File: src/rtl/decode_stage.sv
// Instruction decode stage: decodes each accepted instruction into a one-hot
// opcode, buffers it in a 2-entry FIFO, and halts intake after an HLT drains.
module decode_stage #(
    parameter int IW = 16,
    parameter int CW = 16
) (
    input  logic          clk,
    input  logic          rst,
    input  logic          in_valid,
    output logic          in_ready,
    input  logic [IW-1:0] in_instr,
    output logic          out_valid,
    input  logic          out_ready,
    output logic [24:0]   out_op,
    output logic [IW-1:0] out_instr,
    output logic          out_illegal,
    input  logic          flush,
    input  logic          resume,
    output logic          halted,
    output logic [CW-1:0] dec_count
);

    typedef enum logic [1:0] {ST_RUN, ST_DRAIN, ST_HALTED} state_t;

    function automatic logic [24:0] decode_op(input logic [IW-1:0] instr);
        logic [4:0]  op5;
        logic [3:0]  cnd;
        logic [1:0]  fn;
        logic [24:0] op;
        op5 = instr[IW-1 -: 5];
        cnd = instr[IW-5 -: 4];
        fn  = instr[1:0];
        op  = 25'd0;
        case (op5)
            5'b11000: begin
                case (cnd)
                    4'b0000: op[0] = 1'b1;
                    4'b0001: op[1] = 1'b1;
                    4'b0010: op[2] = 1'b1;
                    4'b0011: op[3] = 1'b1;
                    default: op = 25'd0;
                endcase
            end
            5'b11001: begin
                if (cnd == 4'b1110) op[4] = 1'b1;
                else                op = 25'd0;
            end
            5'b00000: op[5 + 32'(fn)] = 1'b1;
            5'b00001: op[9]  = 1'b1;
            5'b00010: op[10] = 1'b1;
            5'b00011: op[11] = 1'b1;
            5'b00100: op[12] = 1'b1;
            5'b00101: op[13] = 1'b1;
            5'b00110: begin
                case (fn)
                    2'b00:   op[14] = 1'b1;
                    2'b01:   op[15] = 1'b1;
                    default: op = 25'd0;
                endcase
            end
            5'b00111: op[16] = 1'b1;
            5'b01000: op[17] = 1'b1;
            5'b01011: op[18] = 1'b1;
            5'b10000: op[19] = 1'b1;
            5'b10001: op[20] = 1'b1;
            5'b10010: op[21] = 1'b1;
            5'b10011: op[22] = 1'b1;
            5'b11100: begin
                case (fn)
                    2'b00:   op[23] = 1'b1;
                    2'b01:   op[24] = 1'b1;
                    default: op = 25'd0;
                endcase
            end
            default: op = 25'd0;
        endcase
        return op;
    endfunction

    state_t          state_q, state_d;
    logic [1:0]      count_q, count_d;
    logic            in_ready_q, in_ready_d;
    logic [CW-1:0]   dec_count_q, dec_count_d;
    logic [IW-1:0]   head_instr_q, head_instr_d, tail_instr_q, tail_instr_d;
    logic [24:0]     head_op_q, head_op_d, tail_op_q, tail_op_d;
    logic            head_ill_q, head_ill_d, tail_ill_q, tail_ill_d;
    logic            push_s, pop_s;
    logic [24:0]     new_op_s;
    logic            new_ill_s;

    assign out_valid   = (count_q != 2'd0);
    assign push_s      = in_valid & in_ready_q;
    assign pop_s       = out_valid & out_ready;
    assign new_op_s    = decode_op(in_instr);
    assign new_ill_s   = (new_op_s == 25'd0);
    assign in_ready    = in_ready_q;
    assign out_op      = head_op_q;
    assign out_instr   = head_instr_q;
    assign out_illegal = head_ill_q;
    assign halted      = (state_q == ST_HALTED);
    assign dec_count   = dec_count_q;

    // Next-state: FIFO movement, halt sequencing, delivered-instruction count.
    always_comb begin
        state_d      = state_q;
        count_d      = count_q;
        dec_count_d  = dec_count_q;
        head_instr_d = head_instr_q;
        head_op_d    = head_op_q;
        head_ill_d   = head_ill_q;
        tail_instr_d = tail_instr_q;
        tail_op_d    = tail_op_q;
        tail_ill_d   = tail_ill_q;
        if (flush) begin
            // Flush overrides push, pop and resume; nothing dropped is counted.
            count_d = 2'd0;
            state_d = ST_RUN;
        end else begin
            case ({push_s, pop_s})
                2'b10: begin
                    if (count_q == 2'd0) begin
                        head_instr_d = in_instr;
                        head_op_d    = new_op_s;
                        head_ill_d   = new_ill_s;
                    end else begin
                        tail_instr_d = in_instr;
                        tail_op_d    = new_op_s;
                        tail_ill_d   = new_ill_s;
                    end
                    count_d = count_q + 2'd1;
                end
                2'b01: begin
                    head_instr_d = tail_instr_q;
                    head_op_d    = tail_op_q;
                    head_ill_d   = tail_ill_q;
                    count_d      = count_q - 2'd1;
                end
                2'b11: begin
                    if (count_q == 2'd1) begin
                        head_instr_d = in_instr;
                        head_op_d    = new_op_s;
                        head_ill_d   = new_ill_s;
                    end else begin
                        head_instr_d = tail_instr_q;
                        head_op_d    = tail_op_q;
                        head_ill_d   = tail_ill_q;
                        tail_instr_d = in_instr;
                        tail_op_d    = new_op_s;
                        tail_ill_d   = new_ill_s;
                    end
                end
                default: count_d = count_q;
            endcase
            if (pop_s && !head_ill_q) dec_count_d = dec_count_q + CW'(1);
            else                      dec_count_d = dec_count_q;
            case (state_q)
                ST_RUN: begin
                    if (push_s && new_op_s[24]) state_d = ST_DRAIN;
                    else                        state_d = ST_RUN;
                end
                ST_DRAIN: begin
                    if (count_d == 2'd0) state_d = ST_HALTED;
                    else                 state_d = ST_DRAIN;
                end
                ST_HALTED: begin
                    if (resume) state_d = ST_RUN;
                    else        state_d = ST_HALTED;
                end
                default: state_d = ST_RUN;
            endcase
        end
        in_ready_d = (state_d == ST_RUN) && (count_d != 2'd2);
    end

    // State and FIFO registers; reset discards every buffered entry at once.
    always_ff @(posedge clk or posedge rst) begin
        if (rst) begin
            state_q      <= ST_RUN;
            count_q      <= 2'd0;
            in_ready_q   <= 1'b0;
            dec_count_q  <= '0;
            head_instr_q <= '0;
            head_op_q    <= 25'd0;
            head_ill_q   <= 1'b0;
            tail_instr_q <= '0;
            tail_op_q    <= 25'd0;
            tail_ill_q   <= 1'b0;
        end else begin
            state_q      <= state_d;
            count_q      <= count_d;
            in_ready_q   <= in_ready_d;
            dec_count_q  <= dec_count_d;
            head_instr_q <= head_instr_d;
            head_op_q    <= head_op_d;
            head_ill_q   <= head_ill_d;
            tail_instr_q <= tail_instr_d;
            tail_op_q    <= tail_op_d;
            tail_ill_q   <= tail_ill_d;
        end
    end

endmodule

File: config.mk
export PLATFORM = sky130hd
export DESIGN_NAME = decode_stage
export DESIGN_NICKNAME = d
export VERILOG_FILES = /design/src/rtl/decode_stage.sv
export SDC_FILE = /design/constraint.sdc
export NUM_CORES = 1
export LEC_CHECK = 0
export ABC_AREA = 1
export CAP_MARGIN = 30
export CORE_AREA = 2 2 92 112
export DETAILED_ROUTE_END_ITERATION = 16
export DIE_AREA = 0 0 94 114
export GPL_ROUTABILITY_DRIVEN = 1
export PLACE_DENSITY = 0.75
export RECOVER_POWER = 50
export SLEW_MARGIN = 20
export SYNTH_ARGS = -nofsm -noshare
export SYNTH_HDL_FRONTEND = slang
export SYNTH_SLANG_ARGS = --single-unit
File: constraint.sdc
create_clock -name clk -period 4.5 [get_ports clk]
set_input_delay 0.675 -clock clk [delete_from_list [all_inputs] [get_ports clk]]
set_output_delay 0.675 -clock clk [all_outputs]
set_load 0.02 [all_outputs]
==> flow_summary.yaml, run 1 <==
finish:
  fin_cells: 787
  nNetsFinal: 684
  num_antenna_cells: 0
  final_util: 0.631
  syn_to_final_growth_pct: 22.7
  drive_above_1_share: 0.0908
pwr:
  leakagePower_nw: 2.80
  peakVddDrop_uv: 250
  p_clk_frac: 0.239
  switchingPower_mw: 1.26
  combPwrFrac: 0.368
  p_int_mw: 2.25
  swShare: 0.360
  power-per-cell-area_nw_per_um2: 570
  seq_power_share: 0.393
clock_tree:
  clock_latency_ns: 0.35
  clk_path_buf_depth: 2
  hold_buffers: 0
  cts.sinks: 105
  cts_inserted_buffers: 9
  post_cts_resized: 0
  cts_setup_buffers: 0
  cts_tree: "done"
  cts-root-buf: "clkbuf_16"
  htreeDepth: 3
  clk_pin_slew_ns: 0.07
timing:
  skew_ns: 0.00517
  rsz0062_at_grt: "no"
  period_share: 0.586
  max_freq_ghz: 0.379
  finalSetupTns_ns: 0
  setup_viol: 0
  maxSlewHeadroom: -0.186
  hold_violations: 0
  min_period_ns: 2.64
  worst_slew_pin_slew_ns: 1.77
  slew_violations: 38
critical_path:
  critPathKind: "input pin to flop"
  crit_required_ns: 4.76
  critPathArrivalTime_ns: 2.90
  cp_common_cell: "a21oi_1"
  crit_buf_inv: 3
  reg2reg_slack_ns: 1.98
  crit_fanout: 26
  startpoint_type: "input pin"
  critPathMaxStageDelay_ns: 0.50
  path_cells: "clkdlybuf4s50_1 -> nand2_1 -> inv_1 -> ha_1 -> a21oi_1 -> nor2_2 -> buf_4 -> a21oi_1 -> a21oi_1"
  crit_family: "buffers and inverters"
  slowest_stage: "nor2_2"
  setup.worst_path.end_class: "flop"
floorplanning:
  ios: 83
  num_rows: 40
  start_util: 0.514
  dieHeight_um: 114
  core-area_um2: 9760
  dieArea_um2: 10700
  die_w_um: 94
grt:
  grt_pass1_vias: 4059
  grt_pass1_wl_mm: 18.9
  grt_max_degree: 61
  grt_use_total: 0.222
  gr-total-overflow: 0
  antenna_found_initial: 0
yosys:
  ys_seq_area_frac: 0.523
  synthArstFlopShare: 1.00
  synth.cell_area_um2: 5020
  synth_cell_types: 37
  avgSynthCellArea_um2: 8.58
  yosys-top-cells-count: "nand2_1, dfrtp_1, a21oi_1"
  yosys.area.top_type_share: 0.523
  synth-warning-count: 0
  synth_edf_count: 0
  synth.most_common_cell: "nand2_1"
  syn_inst: 585
  syn_nets: 613
  synthFlopType: "dfrtp_1"
  synthTopCellsByArea: "dfrtp_1, nand2_1, a21oi_1"
  ys_seq_elements: 105
  synth_top_area_cell: "dfrtp_1"
detailed_routing:
  wl_met1_mm: 4.82
  ant_nets: 0
  wire_per_inst_um: 14.1
  routed-wl-met3_um: 553
  wl_met2_mm: 5.53
  wl_mm: 11.1
  routed_via_density: 5.27
  vias: 4147
  drtIter0Drc: 259
  top_layer: "met4"
  drc_errors: 0
  dr.pass1.iters: 5
placed_design:
  dp.cells: 771
  io_buffer_count: 82
  dp_hpwl_mm: 7.54
  gp_congestion: 0.815
min_path:
  holdCritPathClass: "flop to flop"
status:
  status: "finished with violations"
  violations: "capacitance limit, slew limit"
run:
  cap_viol_max_count: 1
[cells by family (layout without fill, tap and decap cells)]
| logic type | after synthesis | count (layout) | synth area share |
|---|---|---|---|
| compound gates | 122 | 122 | 0.129 |
| xor+xnor | 12 | 12 | 0.0209 |
| fa+ha+maj | 6 | 6 | 0.0150 |
| buf+inv | 72 | 148 | 0.0710 |
| flops | 105 | 105 | 0.523 |
| mux | 1 | 1 | 0.00224 |
| simple gates | 267 | 267 | 0.238 |
[power by group through the flow]
stage                     combinational (mW)  sequential (mW)  clock [mW]
after CTS                               1.33             1.38       0.857
after detailed placement                1.32             1.40           0
after global routing                    1.42             1.41       0.892
after global placement                  1.29             1.39           0
final                                   1.29             1.38       0.840
after floorplan                        0.619             1.59           0
[sequential cells by signal, summed over array words and instances, names as in the netlist]
signal and count:
in_ready 1, out_instr 16, tail_ill_q 1, dec_count 16, tail_op_q 25, count_q 2, out_illegal 1, out_op 25
state_q 2, tail_instr_q 16
[metrics by stage]
| step | power (mW) | area (µm²) | setup WS [ns] | hold WS (ns) |
|---|---|---|---|---|
| 2_1_floorplan | 2.21 | 5020 | 1.06 | 0.449 |
| 3_3_place_gp | 2.68 | 5850 | 1.57 | 0.462 |
| 3_5_place_dp | 2.72 | 5880 | 1.49 | 0.466 |
| 4_1_cts | 3.57 | 6200 | 1.86 | 0.484 |
| 5_1_grt | 3.72 | 6160 | 1.71 | 0.503 |
| 6_report | 3.51 | 6160 | 1.86 | 0.485 |
[area by class of cell]
class	instances	area, µm²
fillers	853	3600
flip-flops and latches	105	2630
multi-input cells	408	2000
repair buffers	87	878
clock buffers	11	243
inverters	45	170
well taps	126	158
clock inverters	5	78.8
[worst paths after layout]
kind,start,endpoint,cells after the start
max in group asynchronous,rst,out_op[20]$_DFFE_PP0P_,4
max reg2reg,count_q[0]$_DFF_PP0_,out_op[7]$_DFFE_PP0P_,9
min reg2reg,tail_instr_q[1]$_DFFE_PP0P_,tail_instr_q[1]$_DFFE_PP0P_,2
min,tail_instr_q[1]$_DFFE_PP0P_,tail_instr_q[1]$_DFFE_PP0P_,2
min in group asynchronous,rst,dec_count[11]$_DFFE_PP0P_,2
max,in_valid,out_op[7]$_DFFE_PP0P_,9
[cells in the final DEF (no fill, tap or decap), drive strengths merged]
master / count
buf: 5
ha: 6
xor2: 6
a21oi: 74
o31ai: 1
a21boi: 1
nor2: 84
clkbuf: 11
nand3b: 1
o211ai: 1
clkinv: 3
clkdlybuf4s50: 64
clkinvlp: 1
o22a: 1
nor3: 7
a31oi: 1
o21ai: 41
xnor2: 6
or2: 2
nand3: 24
inv: 44
a22oi: 1
dlygate4sd3: 18
mux2: 1
dfrtp: 105
nand4: 5
nand2: 144
o21a: 1
bufinv: 2
[per-layer routing]
layer | global-route usage | vias to the layer above
li1 | - | 2026
met3 | 0.0357 | 14
met5 | 0 | -
met1 | 0.294 | 1999
met4 | 0.0918 | 0
met2 | 0.363 | 108
[worst min-delay path: stages (launching register included)]
cell and delay (ns):
dfrtp_1 0.34, nand2_1 0.06, nand2_1 0.06
(Power assumes the default switching activity.)
==> inputs of run 2 (changes only) <==
==> constraint.sdc (replaced) <==
create_clock -name clk -period 2.65 [get_ports clk]
set_input_delay 0.3975 -clock clk [delete_from_list [all_inputs] [get_ports clk]]
set_output_delay 0.3975 -clock clk [all_outputs]
set_load 0.02 [all_outputs]
==> run 2 against run 1 <==
The flow now finishes without violations. Global-route usage up 1.5 points. Highest routed layer unchanged. Register-to-register slack worse by 1.7 ns. Core utilization up 0.79 points. Largest power group unchanged.
==> flow_summary.yaml, run 2 (same netlist as run 1, synthesis figures left out) <==
critical_path:
  crit_fanout: 22
  crit_required_ns: 2.86
  crit_buf_inv: 4
  crit_family: "buffers and inverters"
  critPathMaxStageDelay_ns: 0.41
  setup.worst_path.end_class: "flop"
  path_cells: "inv_1 -> ha_1 -> nor2_4 -> inv_2 -> ha_1 -> inv_1 -> o21ai_1 -> o211ai_4 -> inv_2 -> nand2_1 -> o21ai_1 -> a21oi_1"
  startpoint_type: "flop"
  critPathKind: "flop to flop"
  slowest_stage: "dfrtp_1"
  critPathArrivalTime_ns: 2.55
grt:
  antenna_found_initial: 0
  gr-total-overflow: 0
  grt_pass1_vias: 4267
  grt_pass1_wl_mm: 20.0
  grt_max_degree: 61
  grt_use_total: 0.236
clock_tree:
  cts_tree: "done"
  cts-root-buf: "clkbuf_16"
  cts.sinks: 105
  hold_buffers: 0
  clock_latency_ns: 0.35
  cts_setup_buffers: 0
  post_cts_resized: 0
  htreeDepth: 3
  cts_inserted_buffers: 9
  clk_path_buf_depth: 2
  clk_pin_slew_ns: 0.07
timing:
  slew_violations: 0
  worst_slew_pin_slew_ns: 1.08
  rsz0062_at_grt: "no"
  maxSlewHeadroom: 0.278
  setup_viol: 0
  period_share: 0.884
  skew_ns: 0.00803
  finalSetupTns_ns: 0
  min_period_ns: 2.34
  max_freq_ghz: 0.427
  hold_violations: 0
  worst_slack_ns: 0.306
detailed_routing:
  drtIter0Drc: 299
  drc_errors: 0
  vias: 4175
  wire_per_inst_um: 14.8
  ant_nets: 0
  routed_via_density: 5.29
  wl_mm: 11.6
  dr.pass1.iters: 5
floorplanning:
  start_util: 0.514
  num_rows: 40
  dieHeight_um: 114
  core-area_um2: 9760
  ios: 83
  die_w_um: 94
  dieArea_um2: 10700
placed_design:
  pre_cts_slack_ns: 0.165
  io_buffer_count: 82
  gp_congestion: 0.831
  dp_hpwl_mm: 7.74
min_path:
  holdCritPathClass: "flop to flop"
run:
  cap_viol_max_count: 0
finish:
  nNetsFinal: 687
  num_antenna_cells: 0
  drive_above_1_share: 0.0980
  fill_cells: 840
  final_cell_mix: "nand2_1, dfrtp_1, a21oi_1"
  final_common_cell: "nand2_1"
  syn_to_final_growth_pct: 24.2
pwr:
  peakVddDrop_uv: 522
  leakagePower_nw: 2.82
  p_total_mw: 6.05
  power-per-cell-area_nw_per_um2: 971
status:
  status: "completed"
## run 2: tightest hold or removal path, delay by kind of cell (launching register included)
kind,cells,cell delay (ns)
AND/OR/NAND/NOR,2,0.10
flip-flops,1,0.35
## run 2: metal layers
metal	global-route usage	vias up	wire, µm
met1	0.305	2008	5030
li1	-	2038	-
met3	0.0462	12	570
met5	0	-	0
met4	0.0870	0	159
met2	0.395	117	5890
## run 2: power breakdown
group	leakage, nW	switching [mW]	total, mW	internal [mW]
Sequential	1.33	0.279	2.35	2.07
Clock	0.152	0.597	1.45	0.853
Combinational	1.34	1.32	2.25	0.930
Total	2.82	2.20	6.05	3.85
## run 2: worst paths after layout
check / startpoint / end / depth (start not counted) / slack (ns)
worst max-delay path: count_q[0]$_DFF_PP0_ / tail_op_q[8]$_DFFE_PP0P_ / 12 / 0.31
worst min register to register: tail_instr_q[7]$_DFFE_PP0P_ / tail_instr_q[7]$_DFFE_PP0P_ / 2 / 0.49
worst min-delay path: tail_instr_q[7]$_DFFE_PP0P_ / tail_instr_q[7]$_DFFE_PP0P_ / 2 / 0.49
worst max register to register: count_q[0]$_DFF_PP0_ / tail_op_q[8]$_DFFE_PP0P_ / 12 / 0.31
min in group asynchronous: rst / dec_count[15]$_DFFE_PP0P_ / 2 / 0.70
max in group asynchronous: rst / tail_op_q[10]$_DFFE_PP0P_ / 3 / 0.54
## run 2: layout make-up
type | instances | area, µm² | area share
clock inverters | 4 | 76.3 | 0.0122
clock buffers | 11 | 243 | 0.0389
well taps | 126 | 158 | 0.0253
repair buffers | 90 | 941 | 0.151
flip-flops and latches | 105 | 2630 | 0.421
inverters | 45 | 170 | 0.0273
multi-input cells | 408 | 2020 | 0.324
## run 2: per-stage QoR
step,cells,cell area (µm²),util,hold WS [ns]
global route,789,6240,0.639,0.512
detailed placement,774,5960,0.611,0.465
CTS,789,6280,0.643,0.455
floorplan,585,5020,-,0.449
global placement,774,5960,0.611,0.462
finish,789,6240,0.639,0.488
==> inputs of run 3 (changes only) <==
--- a/config.mk
+++ b/config.mk
@@ -8,6 +8,7 @@
 export ABC_AREA = 1
 export CAP_MARGIN = 30
 export CORE_AREA = 2 2 92 112
+export CTS_CLUSTER_DIAMETER = 40
 export DETAILED_ROUTE_END_ITERATION = 16
 export DIE_AREA = 0 0 94 114
 export GPL_ROUTABILITY_DRIVEN = 1
==> results of run 3 <==
No change in the layout: final DEF, timing and power equal those of run 2.
